--- config.mk ---
export PLATFORM = sky130hd
export DESIGN_NAME = btn_conditioner
export DESIGN_NICKNAME = d
export VERILOG_FILES = /design/src/rtl/btn_pkg.sv /design/src/rtl/btn_conditioner_debounce_bit.sv /design/src/rtl/btn_conditioner.sv
export SDC_FILE = /design/constraint.sdc
export NUM_CORES = 1
export LEC_CHECK = 0
export CAP_MARGIN = 0
export CORE_UTILIZATION = 58
export CTS_BUF_LIST = sky130_fd_sc_hd__clkbuf_2
export CTS_CLUSTER_DIAMETER = 200
export DETAILED_ROUTE_END_ITERATION = 10
export PLACE_DENSITY = 0.86
export REMOVE_ABC_BUFFERS = 1
export SYNTH_ARGS = -nofsm -noshare
export SYNTH_HDL_FRONTEND = slang
export SYNTH_SLANG_ARGS = --single-unit
export TNS_END_PERCENT = 50
--- constraint.sdc ---
create_clock -name clk -period 4.8 [get_ports clk]
set_input_delay 0.72 -clock clk [delete_from_list [all_inputs] [get_ports clk]]
set_output_delay 0.72 -clock clk [all_outputs]
set_load 0.01 [all_outputs]
--- src/rtl/btn_pkg.sv ---
// Shared constants, FSM encoding and direction priority helper for the button conditioner.
package btn_pkg;

   localparam int unsigned NUM_BTN = 5;
   localparam int unsigned DIR_W   = 2;

   localparam int unsigned BTN_START = 0;
   localparam int unsigned BTN_UP    = 1;
   localparam int unsigned BTN_DOWN  = 2;
   localparam int unsigned BTN_LEFT  = 3;
   localparam int unsigned BTN_RIGHT = 4;

   localparam logic [DIR_W-1:0] DIR_UP    = 2'b00;
   localparam logic [DIR_W-1:0] DIR_DOWN  = 2'b01;
   localparam logic [DIR_W-1:0] DIR_LEFT  = 2'b10;
   localparam logic [DIR_W-1:0] DIR_RIGHT = 2'b11;

   typedef enum logic [1:0] {
      IDLE     = 2'b00,
      REQ      = 2'b01,
      WAIT_REL = 2'b10
   } move_state_e;

   // Pick one direction from simultaneous rising edges: up > down > left > right.
   // Bit 0 of rise_dir is up, bit 3 is right.
   function automatic logic [DIR_W-1:0] prio_dir(input logic [3:0] rise_dir);
      logic [DIR_W-1:0] dir;
      if (rise_dir[0])      dir = DIR_UP;
      else if (rise_dir[1]) dir = DIR_DOWN;
      else if (rise_dir[2]) dir = DIR_LEFT;
      else                  dir = DIR_RIGHT;
      return dir;
   endfunction

endpackage

--- src/rtl/btn_conditioner_debounce_bit.sv ---
// One button: 2-flop synchroniser followed by a counting debouncer.
module debounce_bit #(
   parameter int unsigned DEBOUNCE_CYCLES = 1000000,
   parameter int unsigned CNT_W           = 20
) (
   input  logic clk,
   input  logic rst,
   input  logic raw_i,
   output logic level_o
);

   logic             meta_q;
   logic             sync_q;
   logic             stable_q;
   logic             stable_d;
   logic [CNT_W-1:0] cnt_q;
   logic [CNT_W-1:0] cnt_d;

   // Two-flop synchroniser for the asynchronous board input.
   always_ff @(posedge clk or posedge rst) begin
      if (rst) begin
         meta_q <= 1'b0;
         sync_q <= 1'b0;
      end else begin
         meta_q <= raw_i;
         sync_q <= meta_q;
      end
   end

   // Count consecutive disagreeing samples; flip stable value on the last one.
   always_comb begin
      stable_d = stable_q;
      cnt_d    = '0;
      if (sync_q != stable_q) begin
         if (cnt_q == CNT_W'(DEBOUNCE_CYCLES - 1)) begin
            stable_d = sync_q;
         end else begin
            cnt_d = cnt_q + CNT_W'(1);
         end
      end
   end

   // Debounce state registers.
   always_ff @(posedge clk or posedge rst) begin
      if (rst) begin
         stable_q <= 1'b0;
         cnt_q    <= '0;
      end else begin
         stable_q <= stable_d;
         cnt_q    <= cnt_d;
      end
   end

   assign level_o = stable_q;

endmodule

--- src/rtl/btn_conditioner.sv ---
// Debounces five board buttons and turns them into a start pulse and one move per press.
module btn_conditioner
   import btn_pkg::*;
#(
   parameter int unsigned DEBOUNCE_CYCLES = 1000000,
   parameter int unsigned CNT_W           = 20
) (
   input  logic               clk,
   input  logic               rst,
   input  logic [NUM_BTN-1:0] btn_raw,
   input  logic               move_ack,
   output logic [NUM_BTN-1:0] btn_level,
   output logic               start_pulse,
   output logic               move_req,
   output logic [DIR_W-1:0]   move_dir
);

   logic [NUM_BTN-1:0] level_dly_q;
   logic [NUM_BTN-1:0] rise;
   logic               start_pulse_q;
   move_state_e        state_q;
   move_state_e        state_d;
   logic               move_req_q;
   logic               move_req_d;
   logic [DIR_W-1:0]   move_dir_q;
   logic [DIR_W-1:0]   move_dir_d;

   // Per-button synchroniser and debouncer.
   for (genvar i = 0; i < int'(NUM_BTN); i++) begin : g_db
      debounce_bit #(
         .DEBOUNCE_CYCLES (DEBOUNCE_CYCLES),
         .CNT_W           (CNT_W)
      ) u_db (
         .clk     (clk),
         .rst     (rst),
         .raw_i   (btn_raw[i]),
         .level_o (btn_level[i])
      );
   end

   // Press edges only; releases are not reported.
   assign rise = btn_level & ~level_dly_q;

   // Move FSM next state; a start press overrides everything and aborts a pending move.
   always_comb begin
      state_d    = state_q;
      move_req_d = move_req_q;
      move_dir_d = move_dir_q;
      case (state_q)
         IDLE: begin
            if (|rise[BTN_RIGHT:BTN_UP]) begin
               move_dir_d = prio_dir(rise[BTN_RIGHT:BTN_UP]);
               move_req_d = 1'b1;
               state_d    = REQ;
            end
         end
         REQ: begin
            if (move_ack) begin
               move_req_d = 1'b0;
               state_d    = WAIT_REL;
            end
         end
         WAIT_REL: begin
            if (btn_level[BTN_RIGHT:BTN_UP] == '0) begin
               state_d = IDLE;
            end
         end
         default: begin
            move_req_d = 1'b0;
            state_d    = IDLE;
         end
      endcase
      if (rise[BTN_START]) begin
         move_req_d = 1'b0;
         state_d    = IDLE;
      end
   end

   // Edge-detect delay, start pulse and FSM registers.
   always_ff @(posedge clk or posedge rst) begin
      if (rst) begin
         level_dly_q   <= '0;
         start_pulse_q <= 1'b0;
         state_q       <= IDLE;
         move_req_q    <= 1'b0;
         move_dir_q    <= DIR_UP;
      end else begin
         level_dly_q   <= btn_level;
         start_pulse_q <= rise[BTN_START];
         state_q       <= state_d;
         move_req_q    <= move_req_d;
         move_dir_q    <= move_dir_d;
      end
   end

   assign start_pulse = start_pulse_q;
   assign move_req    = move_req_q;
   assign move_dir    = move_dir_q;

endmodule

==> key figures <==
Die
  • Starting density of the core: 60.5%
  • Die ar.: 10700 um2
  • Core Area: 9860 um2
  • Boundary Pins: 17
  • Horiz. Die Dim: roughly 100 um
  • Die outline height: 103 um
  • Site row count: 36

Placed design
  • Hpwl dp: 7650 um
  • Placed cell area: 6240 um2
  • Number of input and output port buffers inserted: 16
  • RD Place Congestion: 0.874

Global routing
  • Met2 usage: 38.8%
  • First-pass GRT wire length: around 19000 um
  • Total global-route track usage: 23.3%
  • Met1 usage in global routing: 29.6%
  • Global routing usage on met3: 5.31%
  • Remaining Overflow, GRT: 0
  • Busiest grt layer: met2
  • Initial antenna violation count: 0
  • Largest net degree at the start of global routing: 87
  • Vias in the first global route: ~4200

Pwr
  • Sequential share of power: around 64%
  • Sw Share: roughly a quarter
  • Net Switching: 0.000425 W
  • Power Density: ~270 nW/um2
  • Share of power burned in combinational logic: 4.1%
  • IR drop worst, VDD: 0.210 mV
  • Reported leakage power: 2.62 nW
  • Total power draw: 0.00170 W
  • Clock network power share: 31.8%
  • Power Internal: 0.00128 W

Yosys
  • Predominant post-synthesis flop cell: sky130_fd_sc_hd__dfrtp_1
  • Leading area contributor after synthesis: sky130_fd_sc_hd__dfrtp_1
  • Area fraction in compound gates after synthesis: just under 7%
  • Largest family of logic cells by synthesized area: simple AND/OR/NAND/NOR gates
  • Most used standard cell by instance count after synthesis: sky130_fd_sc_hd__dfrtp_1
  • Proportion of netlist area held by the largest area contributor: a little over half
  • Post-synthesis instance area: 5970 um2
  • Synthesized area divided by synthesized cell count: 10.0 um2
  • Yosys warning count: 0
  • Largest cells by area after synthesis: sky130_fd_sc_hd__dfrtp_1, sky130_fd_sc_hd__nor2_1, sky130_fd_sc_hd__xnor2_1
  • Fraction of registers with async set or reset after synthesis: between 90% and 100%
  • Cells after synthesis: 596
  • Simple-gate portion of the synthesized area: 25.0%
  • Post-synthesis share of cell area spent on xor and xnor gates: 9.54%
  • Adder-cell area share of the yosys netlist: 1.05%
  • Register area share after synthesis: between 50% and 60%
  • Mux share of post-synthesis cell area: 1.47%
  • Number of enable flip-flop cells after synthesis: 0
  • Top cell types by occurrence after synthesis: sky130_fd_sc_hd__dfrtp_1, sky130_fd_sc_hd__nor2_1, sky130_fd_sc_hd__nand3_1
  • FF+latch count, synth: 126
  • Number of distinct library cell variants in the gate-level netlist after synthesis: 46

Final layout
  • Final core area utilization: 65.1%
  • Fraction of final layout cells sized beyond drive strength 1: 8.11%
  • Final Cell Area: 6420 um2
  • Area overhead of the layout relative to synthesis: 7.50%
  • Final nets: between 600 and 700
  • Antenna diode count: 0

Timing
  • Actual transition at the worst max-transition pin: 1.03 ns
  • Count of final hold-check violations: 0
  • Maximum clock skew at final layout: 0.0237 ns
  • Post-route setup TNS: 0 ns
  • Worst slew margin relative to its limit: around a third
  • Highest clock rate: 0.374 GHz
  • Final worst path period need: 2.67 ns
  • Max-slew violations: 0
  • RSZ-0062 raised after global routing: false
  • Final period util: 55.7%
  • Setup violators final: 0

Drt
  • Per-cell routed wire length: 14.9 um
  • Total number of vias: ~4500
  • Routed Antenna Nets: 0
  • Number of detailed-route iterations in the first pass: 5
  • Via density: 5.86
  • DRC viols: 0
  • Total wire length after detailed routing: about 11000 um
  • DR iter-0 viols: around 240

Worst setup path
  • Worst Path Buf+Inv: 1
  • Critical path, cell by cell: or4_1, or4_1, o21ai_1, buf_4, nor2_1
  • CP Data Arrival Time: 3.25 ns
  • Worst setup EP type: flip-flop
  • Biggest fanout along the worst timing path: 11
  • CP Launch Type: flip-flop
  • Delay of the slowest cell on the worst path: 0.63 ns
  • Top delay family on crit path: simple AND/OR/NAND/NOR gates
  • Most repeated library cell on the critical path: sky130_fd_sc_hd__or4_1
  • Classification of the worst setup path: flip-flop to flip-flop
  • Slowest stage cell, crit path: sky130_fd_sc_hd__o21ai_1
  • Critical path data required time: 5.38 ns

CTS
  • CTS tree: built
  • Post-cts gate resize count: 0
  • Number of levels in the clock H-tree: 4
  • Number of hold-repair buffers added at the cts stage: 0
  • Post-CTS Repair Setup Buffers: 0
  • CTS clk-pin slew, worst paths: 0.17 ns
  • Clk Latency, worst-skew pair: 0.69 ns
  • Root Buffer Master: sky130_fd_sc_hd__clkbuf_2
  • Total clock sinks: 126
  • Worst-case clock buffer depth: 2
  • CTS buffer count: 17

Min path
  • Type of the most critical hold path: flip-flop to flip-flop

Outcome
  • Run status: finished, final reports clean

Job
  • Count of max-cap constraint violations: 0
==> cell type report <==
type | instances | area [um2]
inverters | 22 | 85.1
fillers | 760 | 3450
multi-input cells | 429 | 2630
flip-flops and latches | 126 | 3150
well taps | 133 | 166
clock inverters | 10 | 75.1
clock buffers | 20 | 100
repair buffers | 22 | 205
==> state kept, by name, summed over array words and instances, names as in the netlist <==
name and cells:
state_q 2, g_db.u_db.level_o 5, level_dly_q 5, move_dir 2, g_db.u_db.sync_q 5, g_db.u_db.meta_q 5, g_db.u_db.cnt_q 100, move_req 1
start_pulse 1
==> stage by stage <==
stage | cells | setup slack (ns) | hold WS (ns)
6_report | 762 | 2.13 | 0.367
2_1_floorplan | 577 | 0.724 | 0.331
4_1_cts | 762 | 2.13 | 0.371
3_3_place_gp | 732 | 2.26 | 0.333
3_5_place_dp | 732 | 2.16 | 0.337
5_1_grt | 762 | 2.02 | 0.372
==> worst register-to-register path: cells and delay by family, from the launching register on <==
family,cells,cell delay (ns)
buffers and inverters,1,0.30
AO/OA/AOI/OAI,1,0.63
flip-flops,1,0.48
AND/OR/NAND/NOR,3,1.15
==> cell families after synthesis <==
| group | after synthesis |
|---|---|
| AOI/OAI and AO/OA | 73 |
| xor gates and xnor gates | 65 |
| adders and majority gates | 5 |
| buffers and inverters | 41 |
| DFF | 126 |
| muxes | 8 |
| and+or+nand+nor | 278 |
==> metal layers <==
metal  wire length (um)  vias up
li1                   -     2154
met1               5140     2204
met2               5560       88
met3                402       20
met4                228        0
met5                  0        -
==> power groups by stage <==
stage	combinational, W	sequential, W	clock, W
global route	0.0000798	0.00109	0.000596
floorplan	0.0000447	0.00111	0
CTS	0.0000710	0.00109	0.000556
detailed placement	0.0000706	0.00111	0
finish	0.0000689	0.00109	0.000541
global placement	0.0000675	0.00111	0
==> path summary, 6_finish.rpt <==
check / from / to / slack [ns] / cells after the start
min in group asynchronous: rst / g_db[2].u_db.cnt_q[9] / 0.63 / 2
setup / recovery: g_db[2].u_db.cnt_q[12] / g_db[2].u_db.cnt_q[10] / 2.13 / 5
hold reg to reg: g_db[0].u_db.meta_q / g_db[0].u_db.sync_q / 0.37 / 0
max in group asynchronous: rst / g_db[4].u_db.cnt_q[16] / 3.28 / 3
hold / removal: g_db[0].u_db.meta_q / g_db[0].u_db.sync_q / 0.37 / 0
setup reg to reg: g_db[2].u_db.cnt_q[12] / g_db[2].u_db.cnt_q[10] / 2.13 / 5
==> cell usage in the layout, fill, tap and decap left out, types with 8 or more instances in the layout <==
| cell type | n |
|---|---|
| sky130_fd_sc_hd__nor4_1 | 14 |
| sky130_fd_sc_hd__inv_1 | 21 |
| sky130_fd_sc_hd__nand3_1 | 35 |
| sky130_fd_sc_hd__nand4_1 | 25 |
| sky130_fd_sc_hd__nor3_1 | 17 |
| sky130_fd_sc_hd__xnor2_1 | 33 |
| sky130_fd_sc_hd__clkdlybuf4s50_1 | 16 |
| sky130_fd_sc_hd__a21oi_1 | 32 |
| sky130_fd_sc_hd__and3_1 | 8 |
| sky130_fd_sc_hd__clkbuf_2 | 20 |
| sky130_fd_sc_hd__o21ai_0 | 23 |
| sky130_fd_sc_hd__xor2_1 | 32 |
| sky130_fd_sc_hd__and4_1 | 11 |
| sky130_fd_sc_hd__nand2_1 | 30 |
| sky130_fd_sc_hd__dfrtp_1 | 126 |
| sky130_fd_sc_hd__nor2_1 | 82 |
| sky130_fd_sc_hd__or3_1 | 10 |
| sky130_fd_sc_hd__or4_1 | 12 |
No activity file was read; power rests on OpenSTA's default activity.
